<file path="src/rtl/prog_loader_pkg.sv">
// Shared definitions for the boot-image loader: FSM state encoding, data
// width and the header-count format (8-bit count, value 0 stands for 256).
package prog_loader_pkg;

  localparam int DATA_W = 8;
  localparam int HDR_W  = 8;
  localparam int CNT_W  = HDR_W + 1;

  typedef enum logic [2:0] {
    ST_IDLE  = 3'd0,
    ST_LOAD  = 3'd1,
    ST_CHECK = 3'd2,
    ST_RUN   = 3'd3,
    ST_ERR   = 3'd4
  } state_t;

  // Header byte to payload length: 0 encodes a full 256-byte image.
  function automatic logic [CNT_W-1:0] hdr_count(input logic [HDR_W-1:0] hdr);
    if (hdr == '0) return {1'b1, {HDR_W{1'b0}}};
    return {1'b0, hdr};
  endfunction

endpackage

</file>
<file path="src/rtl/prog_loader_if.sv">
// Byte-stream input and memory write bus of the boot-image loader.
// The slave modport is the loader; the master modport is the stream source
// plus the memory being written.
interface prog_loader_if;
  import prog_loader_pkg::*;

  logic              in_valid;
  logic [DATA_W-1:0] in_data;
  logic              in_ready;
  logic [DATA_W-1:0] mem_addr;
  logic [DATA_W-1:0] mem_wdata;
  logic              mem_we;

  modport master (
    output in_valid, in_data,
    input  in_ready, mem_addr, mem_wdata, mem_we
  );

  modport slave (
    input  in_valid, in_data,
    output in_ready, mem_addr, mem_wdata, mem_we
  );

endinterface

</file>
<file path="src/rtl/prog_loader.sv">
// Boot-image loader: receives a header byte N, N payload bytes and, when
// PROG_LOADER_CKSUM_EN is defined, a trailing 8-bit sum checksum. Payload is
// written to memory from BASE_ADDR upward while the CPU is held; the CPU is
// released once the image is stored (and verified). Without
// PROG_LOADER_CKSUM_EN there is no CHECK/ERR path and error is tied low.
module prog_loader
  import prog_loader_pkg::*;
#(
  parameter logic [DATA_W-1:0] BASE_ADDR = 8'h00
) (
  input  logic          clk,
  input  logic          reset,
  prog_loader_if.slave  bus,
  input  logic          reload,
  output logic          cpu_hold,
  output logic          done,
  output logic          error
);

  state_t            state, state_nxt;
  logic [CNT_W-1:0]  remaining;
  logic [DATA_W-1:0] addr;
  logic [DATA_W-1:0] sum;
  logic              ready;
  logic              accept;

  logic              vld_p1;
  logic [DATA_W-1:0] addr_p1;
  logic [DATA_W-1:0] data_p1;

  // Which states take a byte; reset blocks every transfer.
  always_comb begin
    ready = 1'b0;
    case (state)
      ST_IDLE:  ready = 1'b1;
      ST_LOAD:  ready = (remaining != '0);
`ifdef PROG_LOADER_CKSUM_EN
      ST_CHECK: ready = 1'b1;
`endif
      default:  ready = 1'b0;
    endcase
    if (reset) ready = 1'b0;
  end

  assign accept = ready & bus.in_valid;

  // Next-state logic. Without a checksum, LOAD lingers one cycle with
  // remaining == 0 so the last write drains before done rises.
  always_comb begin
    state_nxt = state;
    case (state)
      ST_IDLE: if (accept) state_nxt = ST_LOAD;
`ifdef PROG_LOADER_CKSUM_EN
      ST_LOAD:  if (accept && remaining == CNT_W'(1)) state_nxt = ST_CHECK;
      ST_CHECK: if (accept) state_nxt = (bus.in_data == sum) ? ST_RUN : ST_ERR;
      ST_ERR:   if (reload) state_nxt = ST_IDLE;
`else
      ST_LOAD:  if (remaining == '0) state_nxt = ST_RUN;
`endif
      ST_RUN:  if (reload) state_nxt = ST_IDLE;
      default: state_nxt = ST_IDLE;
    endcase
  end

  // State register.
  always_ff @(posedge clk) begin
    if (reset) state <= ST_IDLE;
    else       state <= state_nxt;
  end

  // Counters, running sum and the one-deep write pipeline.
  always_ff @(posedge clk) begin
    if (reset) begin
      remaining <= '0;
      addr      <= '0;
      sum       <= '0;
      vld_p1    <= 1'b0;
      addr_p1   <= '0;
      data_p1   <= '0;
    end else begin
      vld_p1 <= 1'b0;
      if (accept) begin
        case (state)
          ST_IDLE: begin
            remaining <= hdr_count(bus.in_data);
            addr      <= BASE_ADDR;
            sum       <= '0;
          end
          ST_LOAD: begin
            remaining <= remaining - CNT_W'(1);
            addr      <= addr + DATA_W'(1);
            sum       <= sum + bus.in_data;
            // ---- stage p1: write issued one cycle after acceptance ----
            vld_p1    <= 1'b1;
            addr_p1   <= addr;
            data_p1   <= bus.in_data;
          end
          default: ;
        endcase
      end
    end
  end

  // Outputs are forced to their idle values while reset is high, which also
  // cancels a write that would otherwise appear in that cycle.
  assign bus.in_ready  = ready;
  assign bus.mem_we    = vld_p1 & ~reset;
  assign bus.mem_addr  = reset ? '0 : addr_p1;
  assign bus.mem_wdata = reset ? '0 : data_p1;
  assign cpu_hold      = reset | (state != ST_RUN);
  assign done          = ~reset & (state == ST_RUN);
`ifdef PROG_LOADER_CKSUM_EN
  assign error         = ~reset & (state == ST_ERR);
`else
  assign error         = 1'b0;
`endif

endmodule

</file>
<file path="src/flat_wrapper.sv">
// flat-port wrapper written by rule: the top's interface ports become plain ports
module prog_loader_flat import prog_loader_pkg::*;
#(
  parameter logic [DATA_W-1:0] BASE_ADDR = 8'h00
)
  (clk, reset, reload, cpu_hold, done, error, bus_in_valid, bus_in_data, bus_in_ready, bus_mem_addr, bus_mem_wdata, bus_mem_we);
  prog_loader_if bus_i ();
  input  logic clk;
  input  logic reset;
  input  logic reload;
  output logic cpu_hold;
  output logic done;
  output logic error;
  input wire logic [$bits(bus_i.in_valid)-1:0] bus_in_valid;
  input wire logic [$bits(bus_i.in_data)-1:0] bus_in_data;
  output wire logic [$bits(bus_i.in_ready)-1:0] bus_in_ready;
  output wire logic [$bits(bus_i.mem_addr)-1:0] bus_mem_addr;
  output wire logic [$bits(bus_i.mem_wdata)-1:0] bus_mem_wdata;
  output wire logic [$bits(bus_i.mem_we)-1:0] bus_mem_we;
  assign bus_i.in_valid = bus_in_valid;
  assign bus_i.in_data = bus_in_data;
  assign bus_in_ready = bus_i.in_ready;
  assign bus_mem_addr = bus_i.mem_addr;
  assign bus_mem_wdata = bus_i.mem_wdata;
  assign bus_mem_we = bus_i.mem_we;
  prog_loader #(.BASE_ADDR(BASE_ADDR)) u_core (.clk(clk), .reset(reset), .bus(bus_i), .reload(reload), .cpu_hold(cpu_hold), .done(done), .error(error));
endmodule
</file>
<file path="config.mk">
export PLATFORM = sky130hd
export DESIGN_NAME = prog_loader_flat
export DESIGN_NICKNAME = d
export VERILOG_FILES = /design/src/rtl/prog_loader_pkg.sv /design/src/rtl/prog_loader_if.sv /design/src/rtl/prog_loader.sv /design/src/flat_wrapper.sv
export SDC_FILE = /design/constraint.sdc
export NUM_CORES = 1
export LEC_CHECK = 0
export CAP_MARGIN = 20
export CORE_ASPECT_RATIO = 1.25
export CORE_MARGIN = 2
export CORE_UTILIZATION = 52
export CTS_CLUSTER_SIZE = 20
export DETAILED_ROUTE_END_ITERATION = 10
export PLACE_DENSITY = 0.79
export SYNTH_ARGS = -nofsm -noshare
export SYNTH_HDL_FRONTEND = slang
export SYNTH_SLANG_ARGS = --single-unit
</file>
<file path="constraint.sdc">
create_clock -name clk -period 2.5 [get_ports clk]
set_input_delay 0.375 -clock clk [delete_from_list [all_inputs] [get_ports clk]]
set_output_delay 0.375 -clock clk [all_outputs]
set_load 0.01 [all_outputs]
</file>
==> metrics.txt, run 1 <==
status finished clean; syn nets 224; FILL cells a little under 300; RSZ-0062 raised after global routing false; worst min path class reg2reg; Post-synth ARST share 0%; Layout Skew around 0.006 ns; Tcrit/Tclk final a little over nine tenths; mux contribution to synthesized area about a tenth; Yosys top cell area share a little under 40%; simple-gate share of the synthesized area around 25%; max-slew violation total from the final report 0; WP data required between 2 and 2.5 ns; area of the multi-input gates around 1000 um^2; Die H between 70 and 80 um; synthesized area approximately 1800 um^2; Synth top cells by count 36 x dfxtp_1, 23 x nor2_1, 18 x nor2b_1, 16 x mux2i_1, 13 x a21oi_1; Synth warnings 0; Highest Clock Rate between 400 and 500 MHz; final setup margin about 0.15 ns; average via count per standard cell 5.865; total setup buffers inserted after CTS 0; critical path data arrival time between 1.5 and 2 ns; IO buf count 31; Setup crit end kind output port; VDD IR-drop max between 400 and 500 uV; H-tree levels 2; number of buffers created by CTS 5; Syn-to-layout area delta 23.43%; crit path time final 2.348 ns; # diodes 0; largest net degree at the start of global routing 54; Top Ports 33; Overflow after GRT 0; 1st-iter DRT viols 71; vias in the first global route between 1,000 and 1,500; synth top area cells dfxtp_1 39%, mux2i_1 8.7%, nor2b_1 6.1%; top-count cell post-synth dfxtp_1; startpoint types flip-flop; Worst Hold Launch u_core.addr_p1[2]; Rel. slew slack a little over half; pwr/cell area ~650 nW/um^2; gpl congestion 0.8444; clock-pin slew on the worst setup and hold paths 0.07 ns; fraction of layout cells with a size suffix above 1 8.898%; clock buffer depth 2; Crit Path Category reg2out; Post-synth EDFFs 0; Tot Pwr 1.459 mW; register area 720.7 um^2; TritonCTS sink count 36; initial antenna violation count 0; Netlist cell types between 40 and 50; crit path from u_core.remaining[0]; XOR/XNOR share of the synthesized area 0%; first-pass GRT wire length between 6000 and 7000 um; TritonCTS clock tree yes; Leak approximately 0.8 nW; total routed wirelength ~4000 um; Die Wd 57.09 um; Mapped Cells between 200 and 250; final HPWL from detailed placement approximately 2800 um; Nets 251; Final setup viols 0; All-Layer GR Usage 20.98%; cell type with the largest total area after synthesis dfxtp_1; maximum fanout along the worst path 6; Synth Area in Adders under 10%; Synth Area in Compound Gates a little under a fifth; syn_area_per_cell just under 9 um^2; hold violation count in the final report 0; post-synthesis sequential area ratio 39.34%; Detail Route Antenna Nets 0; DRC 0; die area ~4000 um^2; CTS root buffer clkbuf_8; FF-to-FF Start u_core.remaining[0]; max capacitance violation total 0; Worst Tran Pin Value between 0.6 and 0.7 ns; Most used DFF post-synth dfxtp_1; Yosys reg bits 36; post-DR wirelength/cell ~15 um; Vias ~1,600; clock latency at the later pin of the worst-skew pair 0.29 ns; Setup WS pre-CTS between 0.15 and 0.2 ns; drt first pass iters 4; Core ar. 3423 um^2; row cnt 24; final setup TNS 0 ns; Initial Utilization approximately 54%; main combinational cell family by area after synthesis simple AND/OR/NAND/NOR gates
[critical path, cell delays in order (launching register included)]
cell	delay, ns
dfxtp_1	0.39
inv_1	0.08
ha_1	0.20
nor4b_4	0.15
a311oi_1	0.27
clkdlybuf4s50_1	0.58
[routing by layer]
layer	vias up	wire [um]	track usage, %
met5	-	0	0
met4	0	93	11.11
met3	9	180	2.963
met2	43	2003	34.74
met1	759	1770	25.87
li1	802	-	-
[cell type report]
cell class | count | share of cell area (%)
Clock buffer | 7 | 4.261
Tap cell | 39 | 2.158
Timing Repair Buffer | 35 | 15.38
Inverter | 6 | 0.9961
Multi-Input combinational cell | 152 | 45.32
Sequential cell | 36 | 31.88
[sequential cells by signal, indices dropped and copies added, names as in the netlist]
| signal | cells |
|---|---|
| u_core.addr_p1 | 8 |
| u_core.vld_p1 | 1 |
| u_core.remaining | 9 |
| u_core.addr | 8 |
| u_core.data_p1 | 8 |
| u_core.state | 2 |
[cells by family after synthesis]
family / count (synthesis)
simple gates: 82
compound gates: 49
flops: 36
buf+inv: 21
mux: 17
fa+ha+maj: 3
other cells: 1
[final timing paths]
path	slack, ns	depth (start not counted)	endpoint
worst min-delay path	0.49	2	u_core.addr_p1[2]
worst min register to register	0.49	2	u_core.addr_p1[2]
worst max-delay path	0.15	5	bus_in_ready
worst max register to register	0.29	7	u_core.addr[3]
[power by group]
group          internal (mW)  total [mW]  leakage [nW]  switching (mW)
clock network          0.245       0.448        0.0503           0.203
registers              0.606       0.652         0.292          0.0465
logic                  0.172       0.358         0.474           0.187
total                   1.02        1.46         0.816           0.436
[per-stage QoR]
step,utilization (%),area [um^2],instances,hold slack [ns]
after floorplan,-,1832,209,0.4520
after global placement,62.98,2156,268,0.4675
after detailed placement,62.98,2156,268,0.4764
after CTS,65.79,2252,275,0.4958
after global routing,66.05,2261,275,0.5186
final,66.05,2261,275,0.4872
[what timing repair did]
item	4_1_cts	5_1_grt
resized for setup	0	1
hold buffers	0	0
setup endpoints to repair	0	1
[placed cells by master (no fill, tap or decap), types with 3 or more instances in the layout]
| cell | synthesis | routed |
|---|---|---|
| o21ai_0 | 7 | 7 |
| clkdlybuf4s50_1 | 0 | 30 |
| nand2b_1 | 4 | 4 |
| dfxtp_1 | 36 | 36 |
| nor2b_1 | 18 | 18 |
| nor4_1 | 3 | 3 |
| a21o_1 | 3 | 3 |
| buf_4 | 3 | 3 |
| inv_1 | 5 | 5 |
| clkbuf_8 | 0 | 7 |
| nor3_1 | 4 | 4 |
| o2bb2ai_1 | 3 | 3 |
| nand3_1 | 7 | 7 |
| a31oi_1 | 3 | 3 |
| a21oi_1 | 13 | 13 |
| mux2i_1 | 16 | 16 |
| nor3b_1 | 3 | 3 |
| ha_1 | 3 | 3 |
| a311oi_1 | 4 | 4 |
| nor2_1 | 23 | 23 |
| nand2_1 | 10 | 10 |
Power figures use the tool's default switching activity.
==> inputs of run 2 (changes only) <==
--- a/config.mk
+++ b/config.mk
@@ -8,10 +8,9 @@
 export CAP_MARGIN = 20
 export CORE_ASPECT_RATIO = 1.25
 export CORE_MARGIN = 2
-export CORE_UTILIZATION = 52
+export CORE_UTILIZATION = 30
 export CTS_CLUSTER_SIZE = 20
 export DETAILED_ROUTE_END_ITERATION = 10
-export PLACE_DENSITY = 0.79
 export SYNTH_ARGS = -nofsm -noshare
 export SYNTH_HDL_FRONTEND = slang
 export SYNTH_SLANG_ARGS = --single-unit
==> run 2 against run 1 <==
Critical endpoint unchanged. Highest routed layer unchanged. Design area grew 2.1%. Clock skew shrank 0.0036 ns. Clock power shrank 5.1%. Final cell count grew 16%. Routed wire length grew 2.5%. Non-clock buffer count is the same. Critical path depth is the same. Largest power group unchanged. Sequential power is essentially flat. Die area grew 68%. Worst setup slack is essentially flat.
==> metrics.txt, run 2 (synthesis gave the netlist of run 1 again) <==
clock buffer depth 2; crit path time final roughly 2.3 ns; 1st-iter DRT viols 80; fraction of layout cells with a size suffix above 1 under 10%; FF-to-FF End u_core.addr[4]; Core ar. 5857 um^2; reg2reg path depth 7; H-tree levels 2; pwr/cell area between 600 and 700 nW/um^2; crit path from u_core.remaining[0]; final core occ approximately 39%; Leak 0.8120 nW; clock-pin slew on the worst setup and hold paths 0.07 ns; status finished clean; first-pass GRT wire length between 6000 and 7000 um; worst hold path depth 2; CTS root buffer clkbuf_8; final HPWL from detailed placement roughly 2800 um; Rel. slew slack 56.75%; Final Instance Count excl. Fillers approximately 320; worst min path class reg2reg; die area 6751 um^2; cell total after placement ~310; # diodes 0; hold violation count in the final report 0; IO buf count 31; Setup WS pre-CTS between 0.2 and 0.25 ns; post-DR wirelength/cell between 10 and 15 um; drt first pass iters 4; Top Ports 33; TritonCTS sink count 36; FF-to-FF setup slack 0.33 ns; VDD IR-drop max about 320 uV; Crit Path Category reg2out; Setup crit end kind output port; max capacitance violation total 0; Initial Utilization 31.28%; WP data required roughly 2.1 ns; Layout Skew about 0.0024 ns; Tcrit/Tclk final between 90 and 100%; max-slew violation total from the final report 0; Syn-to-layout area delta 26.02%; Overflow after GRT 0; gpl congestion approximately 0.85; maximum fanout along the worst path 6; Detail Route Antenna Nets 0; most frequent cells in the layout 36 x dfxtp_1, 30 x clkdlybuf4s50_1, 23 x nor2_1, 18 x nor2b_1, 16 x mux2i_1; total setup buffers inserted after CTS 0; final setup TNS 0 ns; largest net degree at the start of global routing 54; Nets approximately 250; number of buffers created by CTS 5; Largest register FFs 9; critical path data arrival time 1.97 ns; row cnt 31; TritonCTS clock tree yes; Biggest register u_core.remaining; Vias about 1,600; initial antenna violation count 0; All-Layer GR Usage between 10% and 20%; startpoint types flip-flop; clock latency at the later pin of the worst-skew pair approximately 0.28 ns; DRC 0; Worst Hold Launch u_core.data_p1[2]; average via count per standard cell 4.944; Final setup viols 0; final setup margin between 0.15 and 0.2 ns; worst hold path endpoint u_core.data_p1[2]; FF-to-FF Start u_core.remaining[0]; Die H 91.37 um; Highest Clock Rate 426.0 MHz; total routed wirelength around 4200 um; Tot Pwr approximately 1.4 mW; most common cell after layout, fill and taps aside dfxtp_1; Die Wd ~74 um; RSZ-0062 raised after global routing false; vias in the first global route 1,372; Worst Tran Pin Value 0.6474 ns
run 2: changes by cell type in the layout (fill, tap and decap cells not counted), sizes merged:
cell	change
clkbuf	+1
run 2: layout make-up:
type,instances,area (um^2)
inverter,6,22.52
fill,583,3548
multi-input combinational,152,1025
tap,82,102.6
timing repair buffer,35,347.8
clock buffer,8,90.09
sequential,36,720.7
run 2: layer usage:
| metal | part of all wire [%] | vias to the layer above | track usage (%) | wire, um |
|---|---|---|---|---|
| met5 | 0 | - | 0 | 0 |
| met4 | 2.2 | 0 | 5.758 | 91 |
| met3 | 3.1 | 8 | 2.997 | 128 |
| met2 | 48 | 23 | 19.42 | 1974 |
| met1 | 47 | 748 | 15.91 | 1957 |
| li1 | - | 798 | - | - |
run 2: worst max-delay path by stage:
stage / to / cells after the start
6_report: bus_in_ready / 5
5_1_grt: bus_in_ready / 5
4_1_cts: bus_in_ready / 5
3_5_place_dp: u_core.addr[3] / 6
3_3_place_gp: u_core.addr[3] / 6
2_1_floorplan: u_core.remaining[8] / 6
run 2: through the flow:
| stage | instance area [um^2] | hold WS (ns) |
|---|---|---|
| global route | 2308 | 0.5177 |
| global placement | 2210 | 0.4746 |
| finish | 2308 | 0.4862 |
| floorplan | 1832 | 0.4520 |
| detailed placement | 2210 | 0.4749 |
| CTS | 2300 | 0.4914 |
run 2: timing repair:
action	4_1_cts	5_1_grt
gates resized for setup	0	1
hold buffers	0	0
setup endpoints to repair	0	1
run 2: power by group:
group	internal, mW	total, mW	switching, mW	leakage (nW)
sequential	0.606	0.649	0.0428	0.292
clock	0.225	0.425	0.200	0.0455
combinational	0.168	0.355	0.187	0.474
run 2: worst max-delay path: stages, from the launching register on:
cell and delay (ns):
dfxtp_1 0.39, inv_1 0.09, ha_1 0.20, nor4b_4 0.15, a311oi_1 0.28, clkdlybuf4s50_1 0.58
==> inputs of run 3 (changes only) <==
--- a/config.mk
+++ b/config.mk
@@ -6,11 +6,15 @@
 export NUM_CORES = 1
 export LEC_CHECK = 0
 export CAP_MARGIN = 20
+export CELL_PAD_IN_SITES_DETAIL_PLACEMENT = 1
+export CELL_PAD_IN_SITES_GLOBAL_PLACEMENT = 1
 export CORE_ASPECT_RATIO = 1.25
 export CORE_MARGIN = 2
 export CORE_UTILIZATION = 30
 export CTS_CLUSTER_SIZE = 20
 export DETAILED_ROUTE_END_ITERATION = 10
+export PLACE_DENSITY_LB_ADDON = 0.1
+export SKIP_LAST_GASP = 1
 export SYNTH_ARGS = -nofsm -noshare
 export SYNTH_HDL_FRONTEND = slang
 export SYNTH_SLANG_ARGS = --single-unit
==> constraint.sdc (replaced) <==
create_clock -name clk -period 2.5 [get_ports clk]
set_input_delay 0.5 -clock clk [delete_from_list [all_inputs] [get_ports clk]]
set_output_delay 0.5 -clock clk [all_outputs]
set_load 0.01 [all_outputs]
==> run 3 against run 2 <==
Combinational power grew 9.3%. Hold slack better by 0.0051 ns. Flip-flop and latch count stayed put. Final cell count increased by 2.8%. Clock skew grew 0.0027 ns. Die area did not move. Clock power is 3% higher. Worst setup slack gained 0.29 ns. Routed wire length rose by 17%. Sequential share of layout area decreased by 1.0 points. First-iteration DRC count shrank 35%.
==> metrics.txt, run 3 (synthesis gave the netlist of run 1 again) <==
H-tree levels 2; first-pass GRT wire length ~8400 um; Nets 260; Final Instance Count excl. Fillers around 330; Highest Clock Rate between 400 and 500 MHz; Leak a little under 0.9 nW; Vias 1,635; TritonCTS sink count 36; Detail Route Antenna Nets 0; clock buffer depth 2; Overflow after GRT 0; Die Wd about 74 um; worst-path cell chain nand3b_1 -> inv_1 -> clkdlybuf4s50_1; most frequent cells in the layout 36 x dfxtp_1, 29 x clkdlybuf4s50_1, 23 x nor2_1, 18 x nor2b_1, 16 x mux2i_1; total routed wirelength 4876 um; startpoint types flip-flop; maximum fanout along the worst path 10; # diodes 0; clock latency at the later pin of the worst-skew pair around 0.28 ns; TritonCTS clock tree yes; Post-CTS Hold Buffers 0; Final setup viols 0; worst min path class reg2reg; average via count per standard cell approximately 5; worst hold path depth 2; Top Ports 33; RSZ-0062 raised after global routing false; most common cell after layout, fill and taps aside dfxtp_1; Layout Skew ~0.0051 ns; row cnt 31; All-Layer GR Usage between 10% and 20%; CP bufs+invs 2; met2 usage between 20% and 30%; Worst Tran Pin Value ~0.54 ns; pwr/cell area a little over 600 nW/um^2; Largest register FFs 9; CTS root buffer clkbuf_8; cell count along the critical path 3; final core occ between 40% and 50%; Top delay family on crit path buffers and inverters; Initial Utilization between 30% and 40%; Die H about 90 um; cell total after placement 320; Syn-to-layout area delta 30.19%; crit path time final ~2.1 ns; Biggest register u_core.remaining; Core ar. 5857 um^2; Tcrit/Tclk final between 80 and 90%; die area between 6000 and 7000 um^2; initial antenna violation count 0; max-slew violation total from the final report 0; post-DR wirelength/cell ~15 um; M1 GR Usage a little over a fifth; met3 GRT Util between 2 and 3%; final setup TNS 0 ns; critical path data arrival time approximately 1.6 ns; 1st-iter DRT viols 52; Crit Path Category reg2out; Tot Pwr between 1 and 1.5 mW; Crit-path slowest cell clkdlybuf4s50_1; gpl congestion 0.7459; clock-pin slew on the worst setup and hold paths around 0.080 ns; reg2reg path depth 9; VDD IR-drop max around 280 uV; WP data required ~2 ns; Setup crit end kind output port; DRC 0; largest net degree at the start of global routing 19; Rel. slew slack 64.30%; drt first pass iters 4; status finished clean; max capacitance violation total 0; fraction of layout cells with a size suffix above 1 between 10% and 20%; GRT busiest layer met2; vias in the first global route ~1,700; final HPWL from detailed placement 3493 um; IO buf count 31; number of buffers created by CTS 5; Largest stage delay, worst path about 0.53 ns; hold violation count in the final report 0
[run 3: final timing paths]
check	start	slack, ns	to
hold reg to reg	u_core.data_p1[5]	0.49	u_core.data_p1[5]
hold / removal	u_core.data_p1[5]	0.49	u_core.data_p1[5]
setup reg to reg	u_core.remaining[0]	0.45	u_core.addr[3]
setup / recovery	u_core.state[0]	0.44	done
[run 3: power breakdown]
group / switching, mW / internal [mW] / total [mW]
logic: 0.199 / 0.189 / 0.388
clock network: 0.218 / 0.220 / 0.438
registers: 0.0451 / 0.605 / 0.651
total: 0.462 / 1.02 / 1.48
[run 3: metal layers]
metal / routed length [um] / vias up / share of wire (%)
met5: 0 / - / 0
met4: 46 / 0 / 0.94
met3: 92 / 4 / 1.9
met2: 2427 / 15 / 50
met1: 2309 / 803 / 47
li1: - / 813 / -
[run 3: what timing repair did]
| action | CTS | global route |
|---|---|---|
| buffers inserted | 0 | 0 |
| resized for setup | 0 | 1 |
| endpoints found under the setup margin | 0 | 1 |
[run 3: through the flow]
step                hold WS [ns]  setup slack, ns  area, um^2
CTS                       0.4996          0.02948        2382
finish                    0.4913           0.4427        2385
global placement          0.4729           0.3738        2290
detailed placement        0.4778           0.3557        2290
global route              0.5299           0.2375        2385
floorplan                 0.4520           0.6233        1832
[run 3: worst reg2reg max path, cell delays in order (launching register included)]
cell and delay, ns:
dfxtp_1 0.38, inv_1 0.08, ha_1 0.20, nor4b_2 0.17
buf_4 0.16, a211o_1 0.31, inv_2 0.15, buf_12 0.17
a41oi_1 0.13, a211oi_1 0.22
[run 3: area by class of cell]
class	instances	area [um^2]
Tap cell	82	102.6
Clock buffer	6	82.58
Multi-Input combinational cell	152	1016
Timing Repair Buffer	44	430.4
Sequential cell	36	720.7
Fill cell	702	3472
Inverter	6	22.52
Clock inverter	2	10.01
